===== config.mk =====
export PLATFORM = sky130hd
export DESIGN_NAME = alu_seq
export DESIGN_NICKNAME = d
export VERILOG_FILES = /design/src/rtl/alu_seq.sv
export SDC_FILE = /design/constraint.sdc
export NUM_CORES = 1
export LEC_CHECK = 0
export ABC_AREA = 1
export CORE_ASPECT_RATIO = 1.4
export CORE_MARGIN = 4
export CORE_UTILIZATION = 46
export CTS_CLUSTER_SIZE = 20
export DETAILED_ROUTE_END_ITERATION = 8
export GPL_TIMING_DRIVEN = 0
export PLACE_DENSITY_LB_ADDON = 0.1
export SYNTH_ARGS = -nofsm -noshare
export SYNTH_HDL_FRONTEND = slang
export SYNTH_SLANG_ARGS = --single-unit

===== constraint.sdc =====
create_clock -name clk -period 11 [get_ports clk]
set_input_delay 2.2 -clock clk [delete_from_list [all_inputs] [get_ports clk]]
set_output_delay 2.2 -clock clk [all_outputs]
set_load 0.02 [all_outputs]

===== src/rtl/alu_seq.sv =====
`default_nettype none
// ============================================================================
//  Module      : alu_seq
//  Description : Sequential execute unit for the MIPS datapath. Takes the
//                3-bit ALU control code plus the register operands and shift
//                amount, and returns a registered result, zero flag and
//                signed-overflow flag under a start/done handshake.
//                Logic, ADD, SUB and SLT complete in one cycle. SRL shifts one
//                bit per cycle while busy is held high.
//  Revision    : 1.0  initial release
// ----------------------------------------------------------------------------
//  Ports
//    clk       in   1      rising-edge clock
//    rst_n     in   1      synchronous active-low reset
//    start     in   1      request, accepted only while busy is low
//    op        in   3      operation code (see c_OP_* below)
//    a         in   WIDTH  operand A (rs)
//    b         in   WIDTH  operand B (rt or immediate)
//    shamt     in   5      shift amount for SRL
//    busy      out  1      high while an SRL is iterating
//    done      out  1      one-cycle pulse when result/flags are updated
//    result    out  WIDTH  registered result, held until next completion
//    zero      out  1      registered (result == 0)
//    overflow  out  1      registered signed-overflow flag (ADD/SUB only)
// ============================================================================
module alu_seq #(
    parameter int WIDTH = 32
) (
    input  logic             clk,
    input  logic             rst_n,
    input  logic             start,
    input  logic [2:0]       op,
    input  logic [WIDTH-1:0] a,
    input  logic [WIDTH-1:0] b,
    input  logic [4:0]       shamt,
    output logic             busy,
    output logic             done,
    output logic [WIDTH-1:0] result,
    output logic             zero,
    output logic             overflow
);

    // ------------------------------------------------------------------
    // Operation codes
    // ------------------------------------------------------------------
    localparam logic [2:0] c_OP_AND = 3'b000;
    localparam logic [2:0] c_OP_OR  = 3'b001;
    localparam logic [2:0] c_OP_ADD = 3'b010;
    localparam logic [2:0] c_OP_SLT = 3'b011;
    localparam logic [2:0] c_OP_SUB = 3'b100;
    localparam logic [2:0] c_OP_SRL = 3'b101;
    localparam logic [2:0] c_OP_XOR = 3'b110;
    localparam logic [2:0] c_OP_NOR = 3'b111;

    // ------------------------------------------------------------------
    // State encoding
    // ------------------------------------------------------------------
    localparam logic [0:0] c_ST_IDLE  = 1'b0;
    localparam logic [0:0] c_ST_SHIFT = 1'b1;

    // ------------------------------------------------------------------
    // Registers
    // ------------------------------------------------------------------
    logic [0:0]       r_state;
    logic [WIDTH-1:0] r_shreg;
    logic [4:0]       r_cnt;
    logic [WIDTH-1:0] r_result;
    logic             r_zero;
    logic             r_overflow;
    logic             r_done;
    logic             r_busy;

    // ------------------------------------------------------------------
    // Combinational signals
    // ------------------------------------------------------------------
    logic [0:0]       w_state_nxt;
    logic             w_accept;
    logic             w_srl_iter;
    logic             w_shift_last;
    logic [WIDTH-1:0] w_shreg_nxt;

    logic [WIDTH-1:0] w_sum;
    logic [WIDTH-1:0] w_diff;
    logic             w_add_ovf;
    logic             w_sub_ovf;
    logic             w_lt;
    logic [WIDTH-1:0] w_alu_res;
    logic             w_alu_ovf;

    logic             w_wr_result;
    logic [WIDTH-1:0] w_res_nxt;
    logic             w_ovf_nxt;
    logic             w_done_nxt;
    logic             w_busy_nxt;
    logic             w_load_shift;

    // A request is only seen in IDLE; in SHIFT start is ignored entirely.
    assign w_accept     = start && (r_state == c_ST_IDLE);
    // SRL by zero has nothing to iterate and completes like a logic op.
    assign w_srl_iter   = (op == c_OP_SRL) && (shamt != 5'd0);
    assign w_shift_last = (r_state == c_ST_SHIFT) && (r_cnt == 5'd1);
    assign w_shreg_nxt  = r_shreg >> 1;

    // ------------------------------------------------------------------
    // Single-cycle ALU
    // ------------------------------------------------------------------
    assign w_sum  = a + b;
    assign w_diff = a - b;

    // Overflow when the operands' signs make the true result
    // representable-sign-wise but the WIDTH-bit result sign disagrees with a.
    assign w_add_ovf = (a[WIDTH-1] == b[WIDTH-1]) && (w_sum[WIDTH-1]  != a[WIDTH-1]);
    assign w_sub_ovf = (a[WIDTH-1] != b[WIDTH-1]) && (w_diff[WIDTH-1] != a[WIDTH-1]);

    // Sign of a-b is wrong exactly when the subtraction overflowed, so
    // correcting it with the overflow bit gives a true signed less-than.
    assign w_lt = w_diff[WIDTH-1] ^ w_sub_ovf;

    always_comb begin
        w_alu_res = '0;
        w_alu_ovf = 1'b0;
        case (op)
            c_OP_AND: w_alu_res = a & b;
            c_OP_OR:  w_alu_res = a | b;
            c_OP_ADD: begin
                w_alu_res = w_sum;
                w_alu_ovf = w_add_ovf;
            end
            c_OP_SLT: w_alu_res = {{(WIDTH-1){1'b0}}, w_lt};
            c_OP_SUB: begin
                w_alu_res = w_diff;
                w_alu_ovf = w_sub_ovf;
            end
            c_OP_SRL: w_alu_res = b >> shamt;
            c_OP_XOR: w_alu_res = a ^ b;
            c_OP_NOR: w_alu_res = ~(a | b);
            default:  w_alu_res = '0;
        endcase
    end

    // ------------------------------------------------------------------
    // FSM: state register
    // ------------------------------------------------------------------
    always_ff @(posedge clk) begin
        if (!rst_n) begin
            r_state <= c_ST_IDLE;
        end else begin
            r_state <= w_state_nxt;
        end
    end

    // ------------------------------------------------------------------
    // FSM: next-state logic
    // ------------------------------------------------------------------
    always_comb begin
        w_state_nxt = r_state;
        case (r_state)
            c_ST_IDLE: begin
                if (w_accept && w_srl_iter) begin
                    w_state_nxt = c_ST_SHIFT;
                end
            end
            c_ST_SHIFT: begin
                if (r_cnt == 5'd1) begin
                    w_state_nxt = c_ST_IDLE;
                end
            end
            default: w_state_nxt = c_ST_IDLE;
        endcase
    end

    // ------------------------------------------------------------------
    // FSM: output / datapath control logic
    // ------------------------------------------------------------------
    always_comb begin
        w_wr_result  = 1'b0;
        w_res_nxt    = r_result;
        w_ovf_nxt    = r_overflow;
        w_done_nxt   = 1'b0;
        w_load_shift = 1'b0;
        case (r_state)
            c_ST_IDLE: begin
                if (w_accept) begin
                    if (w_srl_iter) begin
                        w_load_shift = 1'b1;
                    end else begin
                        w_wr_result = 1'b1;
                        w_res_nxt   = w_alu_res;
                        w_ovf_nxt   = w_alu_ovf;
                        w_done_nxt  = 1'b1;
                    end
                end
            end
            c_ST_SHIFT: begin
                // The final step writes the value being shifted this cycle,
                // not the stale register content.
                if (w_shift_last) begin
                    w_wr_result = 1'b1;
                    w_res_nxt   = w_shreg_nxt;
                    w_ovf_nxt   = 1'b0;
                    w_done_nxt  = 1'b1;
                end
            end
            default: begin
                w_wr_result = 1'b0;
            end
        endcase
        // Registering the next-state decode keeps busy a clean flop output
        // that drops in the same cycle done rises.
        w_busy_nxt = (w_state_nxt == c_ST_SHIFT);
    end

    // ------------------------------------------------------------------
    // Datapath registers
    // ------------------------------------------------------------------
    always_ff @(posedge clk) begin
        if (!rst_n) begin
            r_shreg    <= '0;
            r_cnt      <= 5'd0;
            r_result   <= '0;
            r_zero     <= 1'b1;
            r_overflow <= 1'b0;
            r_done     <= 1'b0;
            r_busy     <= 1'b0;
        end else begin
            r_done <= w_done_nxt;
            r_busy <= w_busy_nxt;

            if (w_wr_result) begin
                r_result   <= w_res_nxt;
                r_zero     <= (w_res_nxt == '0);
                r_overflow <= w_ovf_nxt;
            end

            if (w_load_shift) begin
                r_shreg <= b;
                r_cnt   <= shamt;
            end else if (r_state == c_ST_SHIFT) begin
                r_shreg <= w_shreg_nxt;
                r_cnt   <= r_cnt - 5'd1;
            end
        end
    end

    assign busy     = r_busy;
    assign done     = r_done;
    assign result   = r_result;
    assign zero     = r_zero;
    assign overflow = r_overflow;

endmodule
`default_nettype wire


==> flow_summary.toml, run 1 <==
[clock_network]
cts.htree.levels = 3
cts_tree = "built"
postCtsResizedCells = 0
post_cts_buffers = 0
numClockSinks = 72
cts_root_buf = "clkbuf_16"
ctsLongestPathBuffers = 2
clkTransAtPathRegs_ns = 0.06
postCtsHoldBufs = 0
clk_latency_ns = 0.35
cts_inserted_buffers = 9

[timing]
hold_viol_final = 0
setup_viol = 0
slew_headroom = 0.276
period_share = 0.611
slew_violations = 0
fin_ws_ns = 4.28
fin_crit_ns = 6.72
hold_slack_ns = 0.499
rsz0062_at_grt = "false"
fmax_ghz = 0.149
fin_setup_tns_ns = 0
fin_skew_ns = 0.00668
tightest_slew_ns = 1.09

[min_path]
worst_hold_path_type = "reg2reg"
holdPathEnd = "r_shreg[9]"
hp-start = "r_shreg[9]"
hold_depth = 2

[power_and_ir_drop]
leakage_nw = 7.42
total_power_w = 0.00124
p_per_area_nw_per_um2 = 87.9
max-vdd-ir-drop_mv = 0.115

[layout]
ff_latch_area_sq_um = 1440
fillers = 2864
multi_input_area_sq_um = 8920
final_cell_count_no_fill = 2753
final_nets = 2611
diodes = 0
drive_gt1_frac = 0.0490
area_delta_synth_final_pct = 14.8

[placement]
gp_congestion = 1.06
port_buffers = 109
place_inst = 2737
place_ws_ns = 4.10
dp_hpwl_microns = 48700

[grt]
antenna_found_initial = 0
grt_max_degree = 13
first_global_vias = 15500
grt_pass1_wl_microns = 87300
grt-ovfl-total = 0
grtUsageTotal = 0.385

[synth]
ys_ff_latch = 72
synth_top_area_frac = 0.242
synth.most_common_cell = "nand2_1"
synth-main-ff-cell = "dfxtp_1"
netlist_top_cells_area = "nand2_1, nand3_1, dfxtp_1"
ys_async_sr_fraction = 0
syn_area_sq_um = 12200
syn_area_per_cell_sq_um = 5.31
synth_nets = 2491
synthTopCellsByCount = "nand2_1, inv_1, nand3_1, nor2_1, ha_1"
ys_warn_count = 0
synth-edff-count = 0
ys_types = 46
ys_seq_area_frac = 0.118
synth_top_area_cell = "nand2_1"
synthCells = 2304

[floorplan]
die_width_microns = 146
start_util = 0.468
dieArea_sq_um = 29300
std_cell_rows = 70
die-height_microns = 201
pin_count = 111
core_sq_um = 26200

[setup_path]
r2r_end = "zero"
arrival_ns = 7.01
cpMostUsedCell = "nand2_1"
cp.buffers_inverters = 3
r2r_setup_slack_ns = 8.30
critical-path-top-delay-family = "simple AND/OR/NAND/NOR gates"
end_kind = "register"
crit_fanout = 9
critPathSlowestCell = "clkdlybuf4s50_1"
reg2reg_depth = 14
crit_type = "in2reg"
cp_slowest_stage_delay_ns = 0.71
crit_required_ns = 11.29
startpoint_type = "input pin"
worst-path-stages = 25
rr_startpoint = "busy"

[flow_run]
drv_cap = 0

[route]
drt-initial-drc-count = 1508
wire_per_inst_microns = 21.4
first_pass_iters = 6
antenna_left = 0
vias_per_cell = 5.77
vias = 15900
drc = 0
wl_microns = 58900

[run_status]
run_status = "completed"
[placed cells by master, fill, tap and decap left out, types with 18 or more instances in the layout]
cell type          n
ha_1             109
o21ai_0           55
a21oi_1          105
a22o_1            28
nor2_1           196
inv_1            328
nand3_1          327
clkbuf_1          36
buf_4             18
buf_2             41
a31oi_1           32
clkdlybuf4s50_1  109
nand2_1          790
nand4_1           26
dfxtp_1           72
[registers in the layout, indices dropped and copies added, names as in the netlist]
| name | count |
|---|---|
| r_shreg | 31 |
| done | 1 |
| overflow | 1 |
| zero | 1 |
| busy | 1 |
| result | 32 |
| r_cnt | 5 |
[logic make-up (layout without fill, tap and decap cells)]
family                   count (synthesis)  in the layout  synth area share
AND/OR/NAND/NOR                       1384           1384             0.473
XOR/XNOR                                 4              4           0.00286
AO/OA/AOI/OAI                          278            278             0.136
buffers and inverters                  454            579             0.154
adder cells (fa/ha/maj)                112            112             0.116
flip-flops                              72             72             0.118
[report_power, final]
group | internal (W) | total, W | switching [W]
clock | 0.000205 | 0.000326 | 0.000121
sequential | 0.000275 | 0.000288 | 0.0000124
combinational | 0.000197 | 0.000621 | 0.000424
total | 0.000677 | 0.00124 | 0.000558
[metrics by stage]
step / utilization / cell area, sq um
floorplan: - / 12200
global placement: 0.525 / 13700
detailed placement: 0.525 / 13700
CTS: 0.537 / 14100
global route: 0.537 / 14100
finish: 0.537 / 14100
[worst min-delay path, cell delays in order (launching register included)]
cell and delay [ns]:
dfxtp_1 0.32, nand2_1 0.06, a31oi_1 0.06
[area by class of cell]
type / count / area share
Multi-Input combinational cell: 1778 / 0.634
Sequential cell: 72 / 0.103
Inverter: 345 / 0.0921
Timing Repair Buffer: 109 / 0.0776
Buffer: 109 / 0.0419
Tap cell: 324 / 0.0288
Clock buffer: 11 / 0.0173
Clock inverter: 5 / 0.00561
[metal layers]
| metal | routed length, microns | global-route usage | vias up |
|---|---|---|---|
| met3 | 4430 | 0.0402 | 264 |
| li1 | - | - | 7588 |
| met5 | 0 | 0 | - |
| met2 | 27100 | 0.651 | 845 |
| met1 | 22100 | 0.446 | 7188 |
| met4 | 5250 | 0.289 | 0 |
[worst max-delay path by stage]
stage / start / to
6_report: b[15] / zero
5_1_grt: b[15] / zero
4_1_cts: b[15] / zero
3_5_place_dp: b[15] / zero
3_3_place_gp: b[15] / zero
2_1_floorplan: b[4] / zero
Note: power is estimated with default switching activity, not from simulation.
==> run 2: changes to the inputs <==
clock period = 6.75 ns   (was 11 ns; I/O delays follow)
==> results of run 2 <==
Same layout as run 1 (identical final DEF). Status: completed.
Main changes from that run: setup slack after placement 4.10 ns -> 0.695 ns; setup slack after layout 4.28 ns -> 0.880 ns; register-to-register setup slack 8.30 ns -> 4.05 ns; total power 0.00124 W -> 0.00201 W; worst IR drop on VDD 0.115 mV -> 0.187 mV
